**src/rtl/if_fetch_unit.sv**
```systemverilog
// if_fetch_unit: instruction-fetch stage feeding the IF/ID register.
// Owns the PC, fetches one word at a time over a req/ack handshake and
// presents the fetched instruction (or a NOP bubble) with its PC+4.
// Optional fetch watchdog: define IF_FETCH_TIMEOUT_EN to compile it in.
module if_fetch_unit #(
  parameter logic [31:0] RESET_PC    = 32'h0000_0000,
  parameter int          TIMEOUT_CYC = 16
) (
  input  logic        clk,
  input  logic        rst,
  input  logic        stall,
  input  logic        redirect,
  input  logic [31:0] redirect_pc,
  output logic        imem_req,
  output logic [31:0] imem_addr,
  input  logic        imem_ack,
  input  logic [31:0] imem_rdata,
  output logic [31:0] pc_out,
  output logic [31:0] ir_out,
  output logic        ir_valid,
  output logic        addr_err,
  output logic        fetch_err
);

  // BACKOFF is the one-cycle request gap after a watchdog expiry.
  typedef enum logic [1:0] {IDLE, REQ, PRESENT, BACKOFF} state_t;

  // Reject out-of-range watchdog limits at elaboration.
  if (TIMEOUT_CYC < 2 || TIMEOUT_CYC > 255) begin : g_bad_timeout
    $error("if_fetch_unit: TIMEOUT_CYC must be in 2..255");
  end

  state_t      state_q, state_d;
  logic [31:0] pc_q, pc_d;
  logic [31:0] buf_q, buf_d;
  logic [31:0] buf_pc_q, buf_pc_d;
  logic        addr_err_q, addr_err_d;

`ifdef IF_FETCH_TIMEOUT_EN
  localparam logic [7:0] TMO_LAST = 8'(TIMEOUT_CYC - 1);
  logic [7:0] cnt_q, cnt_d;
  logic       fetch_err_q, fetch_err_d;
`endif

  // Next-state, PC and buffer update; redirect overrides everything but IDLE.
  always_comb begin
    state_d    = state_q;
    pc_d       = pc_q;
    buf_d      = buf_q;
    buf_pc_d   = buf_pc_q;
    addr_err_d = addr_err_q;
`ifdef IF_FETCH_TIMEOUT_EN
    cnt_d       = 8'd0;  // cleared on every state entry; only a waiting REQ counts
    fetch_err_d = fetch_err_q;
`endif
    case (state_q)
      IDLE: state_d = REQ;
      REQ: begin
        if (imem_ack) begin
          buf_d    = imem_rdata;
          buf_pc_d = pc_q;
          state_d  = PRESENT;
        end else begin
`ifdef IF_FETCH_TIMEOUT_EN
          if (cnt_q == TMO_LAST) begin
            fetch_err_d = 1'b1;
            state_d     = BACKOFF;
          end else begin
            cnt_d = cnt_q + 8'd1;
          end
`endif
        end
      end
      PRESENT: begin
        // Without stall the IF/ID register captures this edge.
        if (!stall) begin
          pc_d    = pc_q + 32'd4;
          state_d = REQ;
        end
      end
      BACKOFF: state_d = REQ;  // re-issue the same pc
      default: state_d = IDLE;
    endcase

    if (redirect && state_q != IDLE) begin
      pc_d     = {redirect_pc[31:2], 2'b00};
      state_d  = REQ;
      buf_d    = 32'h0;
      buf_pc_d = 32'h0;
`ifdef IF_FETCH_TIMEOUT_EN
      cnt_d = 8'd0;
`endif
      if (redirect_pc[1:0] != 2'b00) addr_err_d = 1'b1;
    end
  end

  // State registers with asynchronous reset.
  always_ff @(posedge clk or posedge rst) begin
    if (rst) begin
      state_q    <= IDLE;
      pc_q       <= RESET_PC;
      buf_q      <= 32'h0;
      buf_pc_q   <= 32'h0;
      addr_err_q <= 1'b0;
    end else begin
      state_q    <= state_d;
      pc_q       <= pc_d;
      buf_q      <= buf_d;
      buf_pc_q   <= buf_pc_d;
      addr_err_q <= addr_err_d;
    end
  end

`ifdef IF_FETCH_TIMEOUT_EN
  // Watchdog counter and sticky expiry flag.
  always_ff @(posedge clk or posedge rst) begin
    if (rst) begin
      cnt_q       <= 8'd0;
      fetch_err_q <= 1'b0;
    end else begin
      cnt_q       <= cnt_d;
      fetch_err_q <= fetch_err_d;
    end
  end
  assign fetch_err = fetch_err_q;
`else
  assign fetch_err = 1'b0;
`endif

  // Outputs decoded from state and buffer only.
  always_comb begin
    imem_req  = (state_q == REQ);
    imem_addr = pc_q;
    ir_valid  = (state_q == PRESENT);
    ir_out    = (state_q == PRESENT) ? buf_q : 32'h0;
    pc_out    = (state_q == PRESENT) ? (buf_pc_q + 32'd4) : 32'h0;
    addr_err  = addr_err_q;
  end

endmodule

```
**config.mk**
```make
export PLATFORM = sky130hd
export DESIGN_NAME = if_fetch_unit
export DESIGN_NICKNAME = d
export VERILOG_FILES = /design/src/rtl/if_fetch_unit.sv
export SDC_FILE = /design/constraint.sdc
export NUM_CORES = 1
export LEC_CHECK = 0
export ABC_AREA = 1
export ABC_CLOCK_PERIOD_IN_PS = 2800
export CAP_MARGIN = 10
export CORE_ASPECT_RATIO = 1.2
export CORE_MARGIN = 10
export CORE_UTILIZATION = 44
export DETAILED_ROUTE_END_ITERATION = 12
export HOLD_SLACK_MARGIN = 0.06
export PLACE_DENSITY_LB_ADDON = 0.12
export SYNTH_ARGS = -nofsm -noshare
export SYNTH_HDL_FRONTEND = slang
export SYNTH_SLANG_ARGS = --single-unit
```
**constraint.sdc**
```tcl
create_clock -name clk -period 2.8 [get_ports clk]
set_input_delay 0.42 -clock clk [delete_from_list [all_inputs] [get_ports clk]]
set_output_delay 0.42 -clock clk [all_outputs]
set_load 0.05 [all_outputs]
```
==> results of run 1 <==
-- metrics by stage --
step | instance area (um2) | std cells | setup WS, ns | total power [mW] | utilization
after floorplan | 5998 | 931 | 0.4235 | 2.619 | -
after global placement | 7860 | 1238 | 0.4939 | 3.098 | 0.5912
after detailed placement | 7860 | 1238 | 0.4562 | 3.110 | 0.5912
after CTS | 8184 | 1252 | 0.07066 | 4.511 | 0.6156
after global routing | 8187 | 1252 | 0.01258 | 4.721 | 0.6158
final | 8187 | 1252 | 0.1493 | 4.484 | 0.6158
-- worst max-delay path: stages (launching register included) --
cell	delay, ns
dfrtp_1	0.39
ha_1	0.18
nand2_1	0.12
nor2_2	0.22
inv_1	0.11
nor2_1	0.32
nand2_1	0.09
nand2_1	0.06
nand2_1	0.04
nor2_1	0.16
buf_12	0.17
-- area by class of cell --
| class | instances | share of cell area |
|---|---|---|
| Clock buffer | 10 | 0.02797 |
| Clock inverter | 4 | 0.01162 |
| Inverter | 137 | 0.06327 |
| Multi-Input combinational cell | 664 | 0.3537 |
| Sequential cell | 96 | 0.2934 |
| Tap cell | 168 | 0.02568 |
| Timing Repair Buffer | 173 | 0.2244 |
-- cells in the final DEF (no fill, tap or decap), types with 17 or more instances in the layout --
cell and instances:
o21ai_0 69, clkdlybuf4s50_1 100, nand3_1 55, buf_12 23
inv_1 129, nand2_1 284, a21oi_1 17, nor2_1 165
buf_4 50, dfrtp_1 96
-- flip-flops by register name, indices dropped and copies added, names as in the netlist --
name / count
buf_pc_q: 31
buf_q: 32
imem_addr: 30
state_q: 2
addr_err: 1
-- per-layer routing --
layer / up-vias / global-route usage / part of all wire
met1: 2841 / 0.2625 / 0.42
met2: 209 / 0.3252 / 0.47
li1: 3168 / - / -
met5: - / 0 / 0
met4: 0 / 0.07754 / 0.029
met3: 39 / 0.05116 / 0.079
-- where the power goes --
part	internal, mW	switching, mW	total, mW
clock	0.862	0.533	1.40
combinational	0.451	0.881	1.33
sequential	1.57	0.191	1.76
-- synth_stat cells, drive strengths merged --
cell type  instances
inv              137
buf               29
dfrtp             96
o211ai             4
a211oi             1
xnor2              1
ha                 2
a22oi              1
o22ai             13
conb               1
nand2            288
clkbuf             5
nor2             173
o21ai             77
nand3             55
a31oi              6
xor2               4
nand4              3
o21bai             1
a21oi             18
nor3              13
nand3b             1
-- final timing paths --
kind                              from             to  slack (ns)  depth (start not counted)
setup / recovery           buf_pc_q[2]     pc_out[30]        0.15                         10
hold / removal                addr_err       addr_err        0.47                          1
setup reg to reg            state_q[0]  imem_addr[27]        0.90                         11
hold reg to reg               addr_err       addr_err        0.47                          1
max in group asynchronous          rst      buf_q[16]        1.81                          3
min in group asynchronous          rst      buf_q[30]        0.55                          3
-- cells by family after synthesis --
group / count (synthesis) / share of synthesized area
other: 1 / 0.0006264
AOI/OAI and AO/OA: 121 / 0.1087
buffers and inverters: 171 / 0.1181
DFF: 96 / 0.4013
and+or+nand+nor: 533 / 0.3599
adders and majority gates: 2 / 0.004179
xor gates and xnor gates: 5 / 0.007314
==> impl_metrics.env, run 1 <==
export IMPL_yosysSeqAreaShare=0.4013
export IMPL_fin_crit_sh=0.9467
export IMPL_grt_pass1_vias=6154
export IMPL_synth_top_cell_by_area="dfrtp_1"
export IMPL_route_vias_total=6257
export IMPL_die_w_um=126.5
export IMPL_synth_cell_types=33
export IMPL_critPathCaptureType="output pin"
export IMPL_detail_route_iter0_violations=474
export IMPL_cp_required_ns=2.38
export IMPL_nNetsFinal=1152
export IMPL_cts_resized=0
export IMPL_layout_min_cycle_time_ns=2.651
export IMPL_cts_tree="done"
export IMPL_worstPathArrival_ns=2.23
export IMPL_die_area_um2=18690
export IMPL_portBuffers=165
export IMPL_fmaxAchievable_mhz=377.3
export IMPL_grt_start_max_net_pins=97
export IMPL_wl_per_cell_um=15.45
export IMPL_tns_ns=0
export IMPL_syn_inst=929
export IMPL_drv_cap=0
export IMPL_peakVddDrop_uv=342.4
export IMPL_final_antenna_net_count=0
export IMPL_p_leak_nw=3.719
export IMPL_rsz0062_at_grt="false"
export IMPL_area_growth_pct=36.74
export IMPL_cts_clk_slew_worst_paths_ns=0.07
export IMPL_placementRows=46
export IMPL_cts_path_max_buffers=2
export IMPL_drc=0
export IMPL_seq_area_um2=2402
export IMPL_numCtsBuffers=9
export IMPL_start_util=0.4503
export IMPL_worstMarginPinSlew_ns=0.5713
export IMPL_grt_pass1_wl_um=31450
export IMPL_report_final_hold_viol_count=0
export IMPL_skew_ns=0.009048
export IMPL_min_path_type="flop to flop"
export IMPL_fillCellCount=1294
export IMPL_crit_fanout=4
export IMPL_multiInputGateArea_um2=2895
export IMPL_routed_via_density=4.998
export IMPL_gp_congestion=0.9868
export IMPL_maxSlewViolCount=0
export IMPL_power_density_nw_per_um2=547.7
export IMPL_htreeDepth=3
export IMPL_io_pins=169
export IMPL_grt_use_total=0.2050
export IMPL_synth_warnings=0
export IMPL_syn_avg_cell_area_um2=6.445
export IMPL_synth_top_cell_area_share=0.4013
export IMPL_synth_area_leaders="dfrtp_1 (40%), nand2_1 (18%), nor2_1 (10%)"
export IMPL_post_cts_repair_setup_buffers=0
export IMPL_dp_final_hpwl_um=14830
export IMPL_setup_violations=0
export IMPL_ys_ff_latch=96
export IMPL_first_pass_iters=5
export IMPL_crit_type="flop to output pin"
export IMPL_antenna_found_initial=0
export IMPL_syn_area_um2=5987
export IMPL_whs_ns=0.4744
export IMPL_clk_insertion_delay_late_ns=0.35
export IMPL_fp_dieH_um=147.8
export IMPL_root_buffer="clkbuf_16"
export IMPL_routed_wl_um=19350
export IMPL_slew_headroom=0.6191
export IMPL_core_area_um2=13300
export IMPL_holdBufCountCts=0
export IMPL_layout_drive_gt1_share=0.09963
export IMPL_cts_sinks=96
export IMPL_start_kind="flop"
export IMPL_status="finished, final reports clean"
export IMPL_num_antenna_cells=0
export IMPL_grt_ovfl_total=0
Power figures use the tool's default switching activity.
==> run 2, diff against run 1 <==
--- a/config.mk
+++ b/config.mk
@@ -12,6 +12,7 @@
 export CORE_MARGIN = 10
 export CORE_UTILIZATION = 44
 export DETAILED_ROUTE_END_ITERATION = 12
+export GPL_ROUTABILITY_DRIVEN = 0
 export HOLD_SLACK_MARGIN = 0.06
 export PLACE_DENSITY_LB_ADDON = 0.12
 export SYNTH_ARGS = -nofsm -noshare
==> run 2 against run 1 <==
Global-route usage decreased by 0.12 points. Critical path depth stayed put. Clock skew down 0.0022 ns. Worst hold slack lost 0.00088 ns. Design area decreased by 0.35%. Sequential cell count unchanged. Critical path type unchanged. Sequential share of layout area is 0.10 points higher. Clock power decreased by 11%. Cell count increased by 0.16%. Total power down 3.3%. Core utilization fell by 0.22 points. Worst setup slack improved by 0.082 ns.
==> impl_metrics.env, run 2 (same netlist as run 1, synthesis figures left out) <==
export IMPL_holdBufCountCts=0
export IMPL_final_common_cell="nand2_1"
export IMPL_report_final_hold_viol_count=0
export IMPL_htreeDepth=3
export IMPL_io_pins=169
export IMPL_crit_type="flop to output pin"
export IMPL_wl_per_cell_um=15.28
export IMPL_cts_clk_slew_worst_paths_ns=0.07
export IMPL_tns_ns=0
export IMPL_seqPwrFrac=0.406
export IMPL_portBuffers=165
export IMPL_rsz0062_at_grt="false"
export IMPL_dpl_instance_area_um2=7860
export IMPL_status="finished, final reports clean"
export IMPL_design_area_um2=8158
export IMPL_layout_min_cycle_time_ns=2.569
export IMPL_fmaxAchievable_mhz=389.3
export IMPL_grt_use_total=0.2038
export IMPL_slew_headroom=0.6114
export IMPL_routed_via_density=4.941
export IMPL_cts_sinks=96
export IMPL_grt_pass1_wl_um=31440
export IMPL_totalPowerFinal_mw=4.335
export IMPL_numCtsBuffers=9
export IMPL_min_path_type="flop to flop"
export IMPL_cts_tree="done"
export IMPL_die_w_um=126.5
export IMPL_final_antenna_net_count=0
export IMPL_fp_dieH_um=147.8
export IMPL_layout_drive_gt1_share=0.1022
export IMPL_num_antenna_cells=0
export IMPL_drv_cap=0
export IMPL_grt_start_max_net_pins=97
export IMPL_internal_power_mw=2.709
export IMPL_fillCellCount=1220
export IMPL_antenna_found_initial=0
export IMPL_start_util=0.4503
export IMPL_fin_crit_sh=0.9175
export IMPL_p_leak_nw=3.692
export IMPL_critPathCaptureType="output pin"
export IMPL_skew_ns=0.006838
export IMPL_stdcell_count=1254
export IMPL_grt_ovfl_total=0
export IMPL_largest_register_ff_count=32
export IMPL_final_cell_mix="nand2_1 (284), nor2_1 (163), inv_1 (129)"
export IMPL_power_density_nw_per_um2=531.3
export IMPL_p_clk_frac=0.286
export IMPL_routed_wl_um=19160
export IMPL_area_growth_pct=36.26
export IMPL_route_vias_total=6196
export IMPL_clk_insertion_delay_late_ns=0.35
export IMPL_drc=0
export IMPL_core_area_um2=13300
export IMPL_grt_pass1_vias=6174
export IMPL_place_inst=1238
export IMPL_setup_violations=0
export IMPL_power_frac_comb=0.308
export IMPL_die_area_um2=18690
export IMPL_regMostFlops="buf_q"
export IMPL_dp_final_hpwl_um=14600
export IMPL_crit_fanout=6
export IMPL_cp_required_ns=2.38
export IMPL_post_route_util=0.6136
export IMPL_placementRows=46
export IMPL_worstMarginPinSlew_ns=0.5829
export IMPL_power_switching_mw=1.626
export IMPL_root_buffer="clkbuf_16"
export IMPL_switching_share=0.3751
export IMPL_nNetsFinal=1152
export IMPL_peakVddDrop_uv=448.9
export IMPL_cts_path_max_buffers=2
export IMPL_start_kind="flop"
export IMPL_first_pass_iters=6
export IMPL_worstPathArrival_ns=2.15
export IMPL_maxSlewViolCount=0
export IMPL_detail_route_iter0_violations=487
[run 2: changes by cell type in the layout (fill, tap and decap cells not counted)]
cell        change
clkinvlp_4      +3
nor2_1          -2
clkbuf_1        +1
nor2_2          +2
bufinv_16       -2
[run 2: what timing repair did]
item                                    CTS  global route
endpoints found under the setup margin    0             3
resized for setup                         0             3
buffers inserted                          0             0
[run 2: power groups by stage]
stage | sequential [mW] | clock [mW] | combinational [mW]
2_1_floorplan | 2.00 | 0 | 0.615
3_3_place_gp | 1.78 | 0 | 1.32
3_5_place_dp | 1.78 | 0 | 1.33
4_1_cts | 1.75 | 1.27 | 1.34
5_1_grt | 1.78 | 1.32 | 1.47
6_report | 1.76 | 1.24 | 1.33
[run 2: through the flow]
| stage | worst slack (ns) | hold WS (ns) |
|---|---|---|
| 6_report | 0.2310 | 0.4736 |
| 3_3_place_gp | 0.4357 | 0.4645 |
| 5_1_grt | 0.01290 | 0.5318 |
| 2_1_floorplan | 0.4235 | 0.4602 |
| 4_1_cts | 0.06758 | 0.4828 |
| 3_5_place_dp | 0.4372 | 0.4678 |
[run 2: layout make-up]
class                           count  area (um2)  share of cell area
Multi-Input combinational cell    664        2900              0.3555
Sequential cell                    96        2402              0.2945
Clock buffer                       11       232.7             0.02853
Inverter                          137       518.0             0.06350
Clock inverter                      5       57.56            0.007055
Tap cell                          168       210.2             0.02577
Timing Repair Buffer              173        1837              0.2252
[run 2: final timing paths]
check | depth (start not counted) | to | startpoint | slack, ns
setup / recovery | 10 | pc_out[20] | buf_pc_q[2] | 0.23
setup reg to reg | 8 | imem_addr[8] | state_q[0] | 0.91
hold / removal | 1 | addr_err | addr_err | 0.47
hold reg to reg | 1 | addr_err | addr_err | 0.47
min in group asynchronous | 3 | buf_q[26] | rst | 0.56
max in group asynchronous | 3 | buf_pc_q[28] | rst | 1.84
[run 2: metal layers]
metal | up-vias | global-route usage | routed length (um)
li1 | 3175 | - | -
met4 | 0 | 0.07982 | 571
met5 | - | 0 | 0
met3 | 38 | 0.05331 | 1507
met1 | 2763 | 0.2558 | 8212
met2 | 220 | 0.3263 | 8870
[run 2: critical path, stage by stage (launching register included)]
cell     delay (ns)
dfrtp_1        0.40
ha_1           0.18
nand2_1        0.11
nor2_1         0.16
nand2_1        0.14
nor2_4         0.19
nand3_1        0.12
nand2_1        0.08
nand2_1        0.06
nor2_2         0.19
buf_12         0.16
==> run 3, diff against run 2 <==
--- a/config.mk
+++ b/config.mk
@@ -13,7 +13,6 @@
 export CORE_UTILIZATION = 44
 export DETAILED_ROUTE_END_ITERATION = 12
 export GPL_ROUTABILITY_DRIVEN = 0
-export HOLD_SLACK_MARGIN = 0.06
 export PLACE_DENSITY_LB_ADDON = 0.12
 export SYNTH_ARGS = -nofsm -noshare
 export SYNTH_HDL_FRONTEND = slang
==> results of run 3 <==
The final DEF is identical to that of run 2; final timing and power are the same.
